## src/rtl/pid_gain_sequencer.sv

```systemverilog
// Sequences the PID core's reset and gain-code capture over the shared setpoint bus,
// then hands the bus to the live setpoint until the next apply.
module pid_gain_sequencer #(
   parameter int         RST_CYCLES = 2,
   parameter logic [3:0] DEF_KP     = 4'd10,
   parameter logic [3:0] DEF_KI     = 4'd0,
   parameter logic [3:0] DEF_KD     = 4'd0
) (
   input  logic       clk,
   input  logic       rst_n,
   input  logic       cfg_we,
   input  logic [1:0] cfg_addr,
   input  logic [3:0] cfg_wdata,
   input  logic       apply,
   input  logic [7:0] live_setpoint,
   output logic       pid_rst_n,
   output logic [7:0] pid_setpoint,
   output logic       busy,
   output logic       running,
   output logic       done
);

   localparam int            CW       = $clog2(RST_CYCLES + 1);
   localparam logic [CW-1:0] CNT_LAST = CW'(RST_CYCLES - 1);

   typedef enum logic [2:0] {
      RESET_PID,
      SEND_KP,
      SEND_KI,
      SEND_KD,
      RUN
   } state_t;

   state_t        state, state_d;
   logic [CW-1:0] cnt, cnt_d;
   logic          pending, pending_d;
   logic          copy;

   logic [3:0] shadow_kp, shadow_ki, shadow_kd;
   logic [3:0] active_kp, active_ki, active_kd;
   logic [3:0] shadow_kp_w, shadow_ki_w, shadow_kd_w;

   logic       pid_rst_n_d;
   logic [7:0] pid_setpoint_d;
   logic       busy_d, running_d, done_d;

   // Post-write shadow values, so a write and apply in one cycle copies the new code
   always_comb begin
      shadow_kp_w = shadow_kp;
      shadow_ki_w = shadow_ki;
      shadow_kd_w = shadow_kd;
      if (cfg_we) begin
         case (cfg_addr)
            2'd0:    shadow_kp_w = cfg_wdata;
            2'd1:    shadow_ki_w = cfg_wdata;
            2'd2:    shadow_kd_w = cfg_wdata;
            default: ;
         endcase
      end
   end

   always_ff @(posedge clk or negedge rst_n) begin
      if (!rst_n) begin
         state        <= RESET_PID;
         cnt          <= '0;
         pending      <= 1'b0;
         shadow_kp    <= DEF_KP;
         shadow_ki    <= DEF_KI;
         shadow_kd    <= DEF_KD;
         active_kp    <= DEF_KP;
         active_ki    <= DEF_KI;
         active_kd    <= DEF_KD;
         pid_rst_n    <= 1'b0;
         pid_setpoint <= 8'h00;
         busy         <= 1'b1;
         running      <= 1'b0;
         done         <= 1'b0;
      end else begin
         state        <= state_d;
         cnt          <= cnt_d;
         pending      <= pending_d;
         shadow_kp    <= shadow_kp_w;
         shadow_ki    <= shadow_ki_w;
         shadow_kd    <= shadow_kd_w;
         if (copy) begin
            active_kp <= shadow_kp_w;
            active_ki <= shadow_ki_w;
            active_kd <= shadow_kd_w;
         end
         pid_rst_n    <= pid_rst_n_d;
         pid_setpoint <= pid_setpoint_d;
         busy         <= busy_d;
         running      <= running_d;
         done         <= done_d;
      end
   end

   // An apply arriving in SEND_KD counts as pending so it is never stranded in RUN
   always_comb begin
      state_d   = state;
      pending_d = pending;
      copy      = 1'b0;
      case (state)
         RESET_PID: begin
            pending_d = pending | apply;
            if (cnt == CNT_LAST)
               state_d = SEND_KP;
         end
         SEND_KP: begin
            pending_d = pending | apply;
            state_d   = SEND_KI;
         end
         SEND_KI: begin
            pending_d = pending | apply;
            state_d   = SEND_KD;
         end
         SEND_KD: begin
            if (pending | apply) begin
               state_d   = RESET_PID;
               copy      = 1'b1;
               pending_d = 1'b0;
            end else begin
               state_d = RUN;
            end
         end
         RUN: begin
            if (apply) begin
               state_d = RESET_PID;
               copy    = 1'b1;
            end
         end
         default: state_d = RESET_PID;
      endcase
      cnt_d = (state == RESET_PID && state_d == RESET_PID) ? cnt + CW'(1) : '0;
   end

   // Outputs are decoded from the next state and registered alongside it
   always_comb begin
      pid_rst_n_d    = 1'b1;
      pid_setpoint_d = 8'h00;
      busy_d         = 1'b1;
      running_d      = 1'b0;
      done_d         = 1'b0;
      case (state_d)
         RESET_PID: pid_rst_n_d    = 1'b0;
         SEND_KP:   pid_setpoint_d = {4'h0, active_kp};
         SEND_KI:   pid_setpoint_d = {4'h0, active_ki};
         SEND_KD:   pid_setpoint_d = {4'h0, active_kd};
         RUN: begin
            pid_setpoint_d = live_setpoint;
            busy_d         = 1'b0;
            running_d      = 1'b1;
            done_d         = (state != RUN);
         end
         default: pid_rst_n_d = 1'b0;
      endcase
   end

endmodule

```

## config.mk

```make
export PLATFORM = sky130hd
export DESIGN_NAME = pid_gain_sequencer
export DESIGN_NICKNAME = d
export VERILOG_FILES = /design/src/rtl/pid_gain_sequencer.sv
export SDC_FILE = /design/constraint.sdc
export NUM_CORES = 1
export LEC_CHECK = 0
export ABC_AREA = 0
export CAP_MARGIN = 20
export CORE_ASPECT_RATIO = 0.7
export CORE_MARGIN = 2
export CORE_UTILIZATION = 46
export CTS_BUF_LIST = sky130_fd_sc_hd__clkbuf_16
export DETAILED_ROUTE_END_ITERATION = 10
export PLACE_DENSITY = 0.85
export SKIP_CTS_REPAIR_TIMING = 1
export SLEW_MARGIN = 40
export SYNTH_ARGS = -nofsm -noshare
export SYNTH_HDL_FRONTEND = slang
export SYNTH_SLANG_ARGS = --single-unit
```

## constraint.sdc

```tcl
create_clock -name clk -period 1.4 [get_ports clk]
set_input_delay 0.28 -clock clk [delete_from_list [all_inputs] [get_ports clk]]
set_output_delay 0.28 -clock clk [all_outputs]
set_load 0.05 [all_outputs]
```

; Word level (Yosys, flattened, before mapping)
; Cells that the tools add are included.
[op_classes]
addsub = 1
n_mul = 0
n_div = 0
order_cmp = 0
eq_ne = 13
shift = 0
n_mux = 21
bitwise_logic = 1
reduce_logical = 8
[ops]
columns = op, n
row1 = 8-bit one-hot mux with 4 select lines, 1
row2 = 4-bit 2-to-1 mux, 6
row3 = 3-bit one-hot mux with 5 select lines, 1
row4 = 3-bit by 2-bit == test with 1-bit output (second input constant), 4
row5 = 3-bit 2-to-1 mux, 3
row6 = 1-bit 2-to-1 mux, 7
row7 = 3-bit by 1-bit == test with 1-bit output (second input constant), 2
row8 = 3-bit == test (second input constant), 2
row9 = 3-bit zero test, 2
row10 = 2-bit by 1-bit == test with 1-bit output (second input constant), 2
row11 = 1-bit one-hot mux with 2 select lines, 2
row12 = 4-bit OR reduction, 1
row13 = 3-bit inequality test (second input constant), 1
row14 = 3-bit OR reduction, 1
row15 = 2-bit by 1-bit adder with 2-bit output (second input constant), 1
row16 = 2-bit == test (second input constant), 1
row17 = 2-bit zero test, 1
row18 = 2-bit 2-to-1 mux, 1
row19 = 2-bit inequality test (second input constant), 1
row20 = 2-bit AND reduction, 1
row21 = 2-bit nonzero test, 1
row22 = 1-bit logical AND, 1
row23 = 1-bit bitwise OR, 1
[totals]
register_bits = 42
latchBits = 0
mem_bits_rw = 0
romBits = 0
in_bits = 18
wordCells = 58
n_memories = 0

; Logic depth before layout (Yosys ltp)
; Gate-level depths: netlist (run 1).
[depth]
depth_word = 6
depth_mapped = 5
mapped_depth_nobuf = 4

; Worst setup path before layout (run 1)
; Ideal clock, no wire load.
[synth_path]
kind = register -> register
start = register state[2]
end = register active_kd[0]
arrival_ns = 1.370
path_slack_ns = -0.095
path_stages_with_launch = 6
period_less_slack_ns = 1.495
cell_sequence = dfrtp_1 > buf_6 > nand3b_1 > o32ai_2 > buf_6 > mux2_4
[synth_between]
elab_chain_len = 2
word_cells_on_any_way = 3
classes_between = 2 x eq/ne / 1 x mux
[synth_rtl]
columns = element, line_no
row1 = "start, declared", 34  ; state_t state, state_d;
row2 = "start signal, assigned", 79  ; state <= state_d;
row3 = 3-bit == test or 3-bit by 2-bit == test with 1-bit output (tied branches), 103  ; case (state)
row4 = 1-bit one-hot mux with 2 select lines *, 103
row5 = "end signal, assigned", 88  ; active_kd <= shadow_kd_w;
row6 = "end, declared", 40  ; logic [3:0] active_kp, active_ki, active_kd;
; Mark *: on every way between the ends. The rest lies on a longest branch, timed or not.
; A chain may end at the register's enable or synchronous reset.

; Worst setup path in the final report (run 1)
[layout_path]
start = input port cfg_we
end = register active_kd[1]
[layout_between]
elab_chain_len = 1
[layout_rtl]
columns = element, line_no
row1 = "start, declared", 11  ; input logic cfg_we,
row2 = 4-bit 2-to-1 mux, 52  ; if (cfg_we) begin
row3 = via shadow_kd_w[1], 41  ; logic [3:0] shadow_kp_w, shadow_ki_w, shadow_kd_w;
; The timed path passes the listed nets, and every way through them passes these cells.

==> results of run 1 <==
state kept, by name, summed over array words and instances, names as in the netlist:
name / count
active_kd: 4
active_ki: 4
active_kp: 4
busy: 1
cnt: 2
done: 1
pending: 1
pid_rst_n: 1
pid_setpoint: 8
running: 1
shadow_kd: 4
shadow_ki: 4
shadow_kp: 4
state: 3
power by group through the flow:
stage	Sequential, W	Clock [W]	Combinational (W)
CTS	0.00191	0.00109	0.00195
floorplan	0.00209	0	0.000968
detailed placement	0.00192	0	0.00193
global placement	0.00190	0	0.00186
finish	0.00194	0.00106	0.00220
global route	0.00199	0.00114	0.00233
worst paths after layout:
check / start / endpoint / cells after the start
setup / recovery: cfg_we / active_kd[1] / 5
hold / removal: apply / done / 3
setup reg to reg: state[2] / active_kd[1] / 4
hold reg to reg: cnt[0] / cnt[0] / 1
max in group asynchronous: rst_n / active_kp[1] / 3
min in group asynchronous: rst_n / shadow_ki[0] / 2
kinds of logic after synthesis:
kind of cell | share of synthesized area
muxes | 0.175
DFF | 0.603
xor gates and xnor gates | 0.00499
and+or+nand+nor | 0.132
AOI/OAI and AO/OA | 0.0528
adders and majority gates | 0.00713
buffers and inverters | 0.0250
worst min-delay path, stage by stage:
cell            delay [ps]
dlymetal6s2s_1         150
buf_4                  140
nor2_1                  40
per-layer routing:
metal  routed length, um  track usage  vias up
li1                    -            -      520
met1                1760        0.233      568
met2                1800        0.282       27
met3                 145       0.0487        8
met4                  68       0.0689        0
met5                   0            0        -
area by class of cell:
class / instances / area (um^2) / share of cell area
Clock buffer: 5 / 125 / 0.0476
Multi-Input combinational cell: 67 / 726 / 0.276
Tap cell: 50 / 62.6 / 0.0238
Clock inverter: 3 / 12.5 / 0.00476
Timing Repair Buffer: 50 / 631 / 0.240
Sequential cell: 42 / 1060 / 0.403
Inverter: 3 / 13.8 / 0.00523
synthesized netlist by cell type (2+ instances only):
| master | number |
|---|---|
| mux2_4 | 10 |
| clkbuf_1 | 2 |
| dfstp_2 | 5 |
| a221o_1 | 4 |
| mux2_1 | 6 |
| mux2_2 | 8 |
| nor2_1 | 6 |
| dfrtp_1 | 37 |
| nand3b_1 | 9 |
| and2_1 | 4 |
| buf_6 | 2 |
| a21oi_1 | 4 |
| nand3b_4 | 2 |
placed cells by master (no fill, tap or decap), types with 4 or more instances in the layout:
cell	count
a21oi_1	4
a221o_1	4
buf_12	14
buf_4	13
buf_6	4
clkbuf_16	6
clkdlybuf4s50_1	13
dfrtp_1	34
dfstp_2	5
mux2_2	4
mux2_4	18
nand3b_1	9
nor2_1	5
metrics by stage:
stage                     setup slack, ps  std cells   util  TNS [ps]
after floorplan                     -95.4        116      -      -871
final                                -123        220  0.735     -1200
after CTS                            -218        214  0.689     -2560
after global placement               -478        206  0.651     -8000
after global routing                 -162        220  0.735     -2130
after detailed placement             -514        206  0.651     -9220
==> results.sh, run 1 <==
export IMPL_drc=0
export IMPL_whs_ps=371
export IMPL_hold_viol=0
export IMPL_critPathMaxFanout=4
export IMPL_avgRoutedWirePerCell_um=17.1
export IMPL_synth_area_mm2=0.00175
export IMPL_hp_class="in -> reg"
export IMPL_cpLargestDelayFamily="buffers and inverters"
export IMPL_antenna_found_initial=0
export IMPL_end_kind="flip-flop"
export IMPL_finClkSkew_ps=5.20
export IMPL_slowest_delay_ps=500
export IMPL_powerDensity_mw_per_mm2=1980
export IMPL_finalNetCount=188
export IMPL_insertion_delay_ps=280
export IMPL_layout_drive_gt1_share=0.488
export IMPL_min_period_over_period=1.09
export IMPL_slew_violations=0
export IMPL_vias_per_cell=5.10
export IMPL_rrSetupSlack_ps=-90
export IMPL_clk_path_buf_depth=2
export IMPL_drt_iter0_markers=84
export IMPL_cp_data_arrival_time_ps=1690
export IMPL_leakagePower_nw=1.21
export IMPL_pwr_share_seq=0.373
export IMPL_drtAntennaViolNets=0
export IMPL_synth_edf_count=0
export IMPL_synth_largest_area_cell="dfrtp_1"
export IMPL_routabilityCongestion=0.807
export IMPL_internal_power_w=0.00358
export IMPL_ys_flop_type="dfrtp_1"
export IMPL_drtPass1Iterations=4
export IMPL_grt_pass1_vias=1197
export IMPL_synth_cells=116
export IMPL_core_mm2=0.00358
export IMPL_critPathKind="in -> reg"
export IMPL_yosys_warnings=0
export IMPL_grtUsageTotal=0.178
export IMPL_violations="negative setup slack"
export IMPL_cts_tree="yes"
export IMPL_crit_chain="clkdlybuf4s50_1 > buf_4 > nand3b_4 > mux2_1 > mux2_4"
export IMPL_worst_slew_pin_slew_ps=398
export IMPL_cp_required_ps=1560
export IMPL_fillers=198
export IMPL_die_area_mm2=0.00433
export IMPL_grt_first_pass_wirelength_mm=5.87
export IMPL_io_buffer_count=29
export IMPL_switchingPower_w=0.00162
export IMPL_numCtsBuffers=5
export IMPL_io_pins=30
export IMPL_vias=1123
export IMPL_rsz0062_at_grt="yes"
export IMPL_die_width_um=77.8
export IMPL_slew_headroom=0.735
export IMPL_start_util=0.490
export IMPL_ys_top_cells_by_area="dfrtp_1, mux2_4, dfstp_2"
export IMPL_power_w=0.00520
export IMPL_worst_slack_ps=-123
export IMPL_syn_to_final_growth_pct=50.0
export IMPL_ctsHtreeMaxLevel=2
export IMPL_syn_nets=135
export IMPL_clkTransAtPathRegs_ps=60
export IMPL_num_antenna_cells=0
export IMPL_setup_viol=17
export IMPL_avgSynthCellArea_um2=15.1
export IMPL_hpwl_mm=2.52
export IMPL_crit_buf_inv=2
export IMPL_power_frac_comb=0.422
export IMPL_maxCapViolations=0
export IMPL_fmax_mhz=657
export IMPL_vdd_drop_max_uv=1250
export IMPL_cts_root_buf="clkbuf_16"
export IMPL_critPathSlowestCell="clkdlybuf4s50_1"
export IMPL_overflow=0
export IMPL_rows=18
export IMPL_dpl_instance_area_mm2=0.00233
export IMPL_clock_sinks=42
export IMPL_ys_types=30
export IMPL_synth_seq_cells=42
export IMPL_seq_area_frac_synth=0.603
export IMPL_drt_total_wl_mm=3.77
export IMPL_die_h_um=55.7
export IMPL_ys_async_sr_fraction=1.00
export IMPL_grt_max_degree=28
export IMPL_period_needed_ps=1520
export IMPL_p_clk_frac=0.204
export IMPL_netSwitchingFraction=0.312
export IMPL_critPathLaunchType="primary input"
export IMPL_status="complete, but fails checks"
export IMPL_yosys_area_top_type_share=0.528
export IMPL_design_area_mm2=0.00263
(Power assumes the default switching activity.)
==> inputs of run 2 (changes only) <==
- CORE_MARGIN: 2 -> 3
- CORE_UTILIZATION: 46 -> 55
- PLACE_DENSITY: 0.85 -> 0.93
- clock period: 1.4 -> 1.8 ns (I/O delays scaled with it)
==> results.sh, run 2 (synthesis results as in run 1) <==
export IMPL_final_cells=194
export IMPL_cts_root_buf="clkbuf_16"
export IMPL_worst_slew_pin_slew_ps=508
export IMPL_clock_sinks=42
export IMPL_worst_slack_ps=48.4
export IMPL_dr_wl_met3_um=258
export IMPL_clk_path_buf_depth=2
export IMPL_min_period_over_period=0.973
export IMPL_final_cell_mix="dfrtp_1, buf_4, clkdlybuf4s50_1"
export IMPL_clkTransAtPathRegs_ps=60
export IMPL_maxCapViolations=0
export IMPL_die_h_um=53.3
export IMPL_design_area_mm2=0.00225
export IMPL_finalNetCount=176
export IMPL_vias=1135
export IMPL_vdd_drop_max_uv=730
export IMPL_hp_class="in -> async"
export IMPL_highest_layer="met4"
export IMPL_rows=16
export IMPL_drtAntennaViolNets=0
export IMPL_cts_tree="yes"
export IMPL_cp_required_ps=1970
export IMPL_vias_per_cell=5.85
export IMPL_drc=0
export IMPL_insertion_delay_ps=280
export IMPL_largest_register_ff_count=8
export IMPL_top_register="pid_setpoint"
export IMPL_hpwl_mm=2.76
export IMPL_grt_pass1_vias=1239
export IMPL_num_antenna_cells=0
export IMPL_end_kind="flip-flop"
export IMPL_whs_ps=145
export IMPL_die_area_mm2=0.00391
export IMPL_core_mm2=0.00292
export IMPL_grtUsageTotal=0.246
export IMPL_avgRoutedWirePerCell_um=21.0
export IMPL_syn_to_final_growth_pct=28.0
export IMPL_met2_length_mm=1.96
export IMPL_drtPass1Iterations=6
export IMPL_layout_drive_gt1_share=0.373
export IMPL_pre_cts_slack_ps=-234
export IMPL_slew_violations=0
export IMPL_start_util=0.600
export IMPL_cp_data_arrival_time_ps=1920
export IMPL_critPathKind="in -> reg"
export IMPL_numCtsBuffers=5
export IMPL_overflow=0
export IMPL_finClkSkew_ps=7.25
export IMPL_die_width_um=73.5
export IMPL_ctsHtreeMaxLevel=2
export IMPL_hold_viol=0
export IMPL_multiInputGateArea_um2=653
export IMPL_leakagePower_nw=1.03
export IMPL_rsz0062_at_grt="no"
export IMPL_io_buffer_count=29
export IMPL_fillers=151
export IMPL_antenna_found_initial=0
export IMPL_critPathLaunchType="primary input"
export IMPL_final_common_cell="dfrtp_1"
export IMPL_status="finished, final reports clean"
export IMPL_setup_viol=0
export IMPL_m1WireLength_mm=1.77
export IMPL_placed_cells=186
export IMPL_fmax_mhz=571
export IMPL_critPathMaxFanout=4
export IMPL_slew_headroom=0.661
export IMPL_grt_first_pass_wirelength_mm=6.55
export IMPL_setup_tns_final_ps=0
export IMPL_grt_max_degree=43
export IMPL_drt_total_wl_mm=4.08
export IMPL_io_pins=30
export IMPL_routabilityCongestion=0.789
export IMPL_drt_iter0_markers=72
export IMPL_period_needed_ps=1750
export IMPL_dpl_instance_area_mm2=0.00210
export IMPL_powerDensity_mw_per_mm2=1650
export IMPL_ff_latch_area_mm2=0.00106
run 2: critical path, stage by stage:
cell	delay, ps
clkdlybuf4s50_1	530
nor3b_4	370
mux2_2	400
mux2_4	270
run 2: routing by layer:
| metal | vias up | global-route usage |
|---|---|---|
| met1 | 590 | 0.289 |
| met5 | - | 0 |
| met3 | 10 | 0.0949 |
| met2 | 42 | 0.401 |
| met4 | 0 | 0.111 |
| li1 | 493 | - |
run 2: area by class of cell:
cell class	count	area share
Inverter	3	0.00613
Multi-Input combinational cell	67	0.291
Tap cell	36	0.0201
Clock inverter	3	0.00724
Timing Repair Buffer	38	0.149
Sequential cell	42	0.471
Clock buffer	5	0.0557
run 2: final timing paths:
| kind | start | to | slack [ps] | cells past startpoint |
|---|---|---|---|---|
| max | cfg_addr[1] | active_kp[0] | 50 | 4 |
| min | rst_n | shadow_kd[1] | 150 | 2 |
| max reg2reg | state[2] | pid_setpoint[3] | 200 | 5 |
| min reg2reg | cnt[0] | cnt[0] | 440 | 1 |
| max in group asynchronous | rst_n | busy | 1280 | 2 |
| min in group clk | cnt[0] | cnt[0] | 440 | 1 |
run 2: per-stage QoR:
stage	util	total power, W
global route	0.768	0.00388
global placement	0.720	0.00271
CTS	0.768	0.00371
detailed placement	0.720	0.00283
finish	0.768	0.00371
floorplan	-	0.00238
run 2: report_power, final:
group / internal, W / switching (W) / total, W / leakage (nW)
clock network: 0.000506 / 0.000355 / 0.000861 / 0.0672
registers: 0.00128 / 0.000225 / 0.00150 / 0.513
logic: 0.000677 / 0.000669 / 0.00135 / 0.448
total: 0.00246 / 0.00125 / 0.00371 / 1.03
==> inputs of run 3 (changes only) <==
- CTS_CLUSTER_DIAMETER: unset -> 120
- PLACE_DENSITY: 0.93 -> unset
- PLACE_DENSITY_LB_ADDON: unset -> 0.1
==> results.sh, run 3 (synthesis results as in run 1) <==
export IMPL_internal_power_w=0.00244
export IMPL_drt_iter0_markers=45
export IMPL_clk_path_buf_depth=2
export IMPL_worst_slew_pin_slew_ps=297
export IMPL_die_width_um=73.5
export IMPL_routabilityCongestion=0.802
export IMPL_insertion_delay_ps=280
export IMPL_power_frac_comb=0.363
export IMPL_io_pins=30
export IMPL_syn_to_final_growth_pct=27.4
export IMPL_powerDensity_mw_per_mm2=1600
export IMPL_rsz0062_at_grt="no"
export IMPL_vias_per_cell=5.46
export IMPL_hpwl_mm=2.30
export IMPL_pre_cts_slack_ps=-192
export IMPL_p_clk_frac=0.233
export IMPL_drtAntennaViolNets=0
export IMPL_critPathMaxFanout=4
export IMPL_clkTransAtPathRegs_ps=60
export IMPL_hp_class="in -> async"
export IMPL_fillers=166
export IMPL_pwr_share_seq=0.404
export IMPL_cts_tree="yes"
export IMPL_clock_sinks=42
export IMPL_grt_pass1_vias=1125
export IMPL_min_period_over_period=0.951
export IMPL_largest_register_ff_count=8
export IMPL_vdd_drop_max_uv=1040
export IMPL_drt_total_wl_mm=3.38
export IMPL_start_util=0.600
export IMPL_status="finished, final reports clean"
export IMPL_grtUsageTotal=0.202
export IMPL_period_needed_ps=1710
export IMPL_grt_max_degree=43
export IMPL_leakagePower_nw=1.03
export IMPL_placed_cells=185
export IMPL_vias=1053
export IMPL_grt_first_pass_wirelength_mm=5.49
export IMPL_r2r_start="state[2]"
export IMPL_final_cells=193
export IMPL_slew_violations=0
export IMPL_antenna_found_initial=0
export IMPL_drc=0
export IMPL_ff_latch_area_mm2=0.00106
export IMPL_end_kind="flip-flop"
export IMPL_r2r_end="active_ki[3]"
export IMPL_core_mm2=0.00292
export IMPL_num_antenna_cells=0
export IMPL_rrSetupSlack_ps=300
export IMPL_finClkSkew_ps=8.36
export IMPL_rows=16
export IMPL_netSwitchingFraction=0.319
export IMPL_io_buffer_count=29
export IMPL_cp_data_arrival_time_ps=1880
export IMPL_numCtsBuffers=5
export IMPL_top_register="pid_setpoint"
export IMPL_avgRoutedWirePerCell_um=17.5
export IMPL_switchingPower_w=0.00114
export IMPL_setup_viol=0
export IMPL_die_area_mm2=0.00391
export IMPL_die_h_um=53.3
export IMPL_final_common_cell="dfrtp_1"
export IMPL_fmax_mhz=584
export IMPL_hold_viol=0
export IMPL_ctsHtreeMaxLevel=2
export IMPL_overflow=0
export IMPL_worst_slack_ps=87.7
export IMPL_multiInputGateArea_um2=653
export IMPL_critPathKind="in -> reg"
export IMPL_critPathLaunchType="primary input"
export IMPL_drtPass1Iterations=4
export IMPL_setup_tns_final_ps=0
export IMPL_layout_drive_gt1_share=0.363
export IMPL_cts_root_buf="clkbuf_16"
export IMPL_slew_headroom=0.802
export IMPL_r2r_cells=4
export IMPL_final_cell_mix="dfrtp_1, buf_4, clkdlybuf4s50_1"
export IMPL_maxCapViolations=0
export IMPL_cp_required_ps=1970
export IMPL_finalNetCount=175
run 3: changes by cell type in the layout (fill, tap and decap cells not counted):
cell,previous run,this run
buf_4,20,19
clkinvlp_4,1,0
inv_1,1,2
run 3: per-stage QoR:
stage	utilization	area [um^2]	hold WS [ps]	total power (W)
finish	0.765	2230	44.2	0.00358
global placement	0.717	2100	345	0.00271
detailed placement	0.717	2100	348	0.00275
global route	0.765	2230	54.4	0.00377
CTS	0.765	2230	49.2	0.00360
floorplan	-	1750	64.4	0.00238
run 3: worst max path at each step:
| stage | depth (start not counted) | from | endpoint |
|---|---|---|---|
| after global routing | 4 | cfg_addr[1] | active_kp[0] |
| final | 4 | cfg_addr[1] | active_kp[2] |
| after CTS | 4 | cfg_addr[1] | active_kp[0] |
| after global placement | 4 | cfg_addr[1] | active_kp[2] |
| after floorplan | 5 | state[2] | active_kd[0] |
| after detailed placement | 4 | cfg_addr[1] | active_kp[0] |
run 3: power by group through the flow:
stage	combinational, W	clock [W]	sequential [W]
detailed placement	0.00129	0	0.00146
global route	0.00140	0.000887	0.00148
global placement	0.00126	0	0.00144
finish	0.00130	0.000836	0.00145
floorplan	0.000753	0	0.00162
CTS	0.00131	0.000849	0.00145
run 3: routing by layer:
metal,vias to the layer above,routed length (um),global-route usage
met5,-,0,0
met4,0,38,0.0723
met3,4,161,0.0778
met2,25,1570,0.319
met1,524,1600,0.255
li1,500,-,-
run 3: final cells by class:
| class | count | share of cell area |
|---|---|---|
| clock buffers | 5 | 0.0560 |
| clock inverters | 3 | 0.00560 |
| inverters | 3 | 0.00616 |
| multi-input cells | 67 | 0.292 |
| flip-flops and latches | 42 | 0.473 |
| well taps | 36 | 0.0202 |
| repair buffers | 37 | 0.147 |
run 3: worst max-delay path, stage by stage:
cell and delay, ps:
clkdlybuf4s50_1 520, nor3b_4 360, mux2_2 390, mux2_4 250
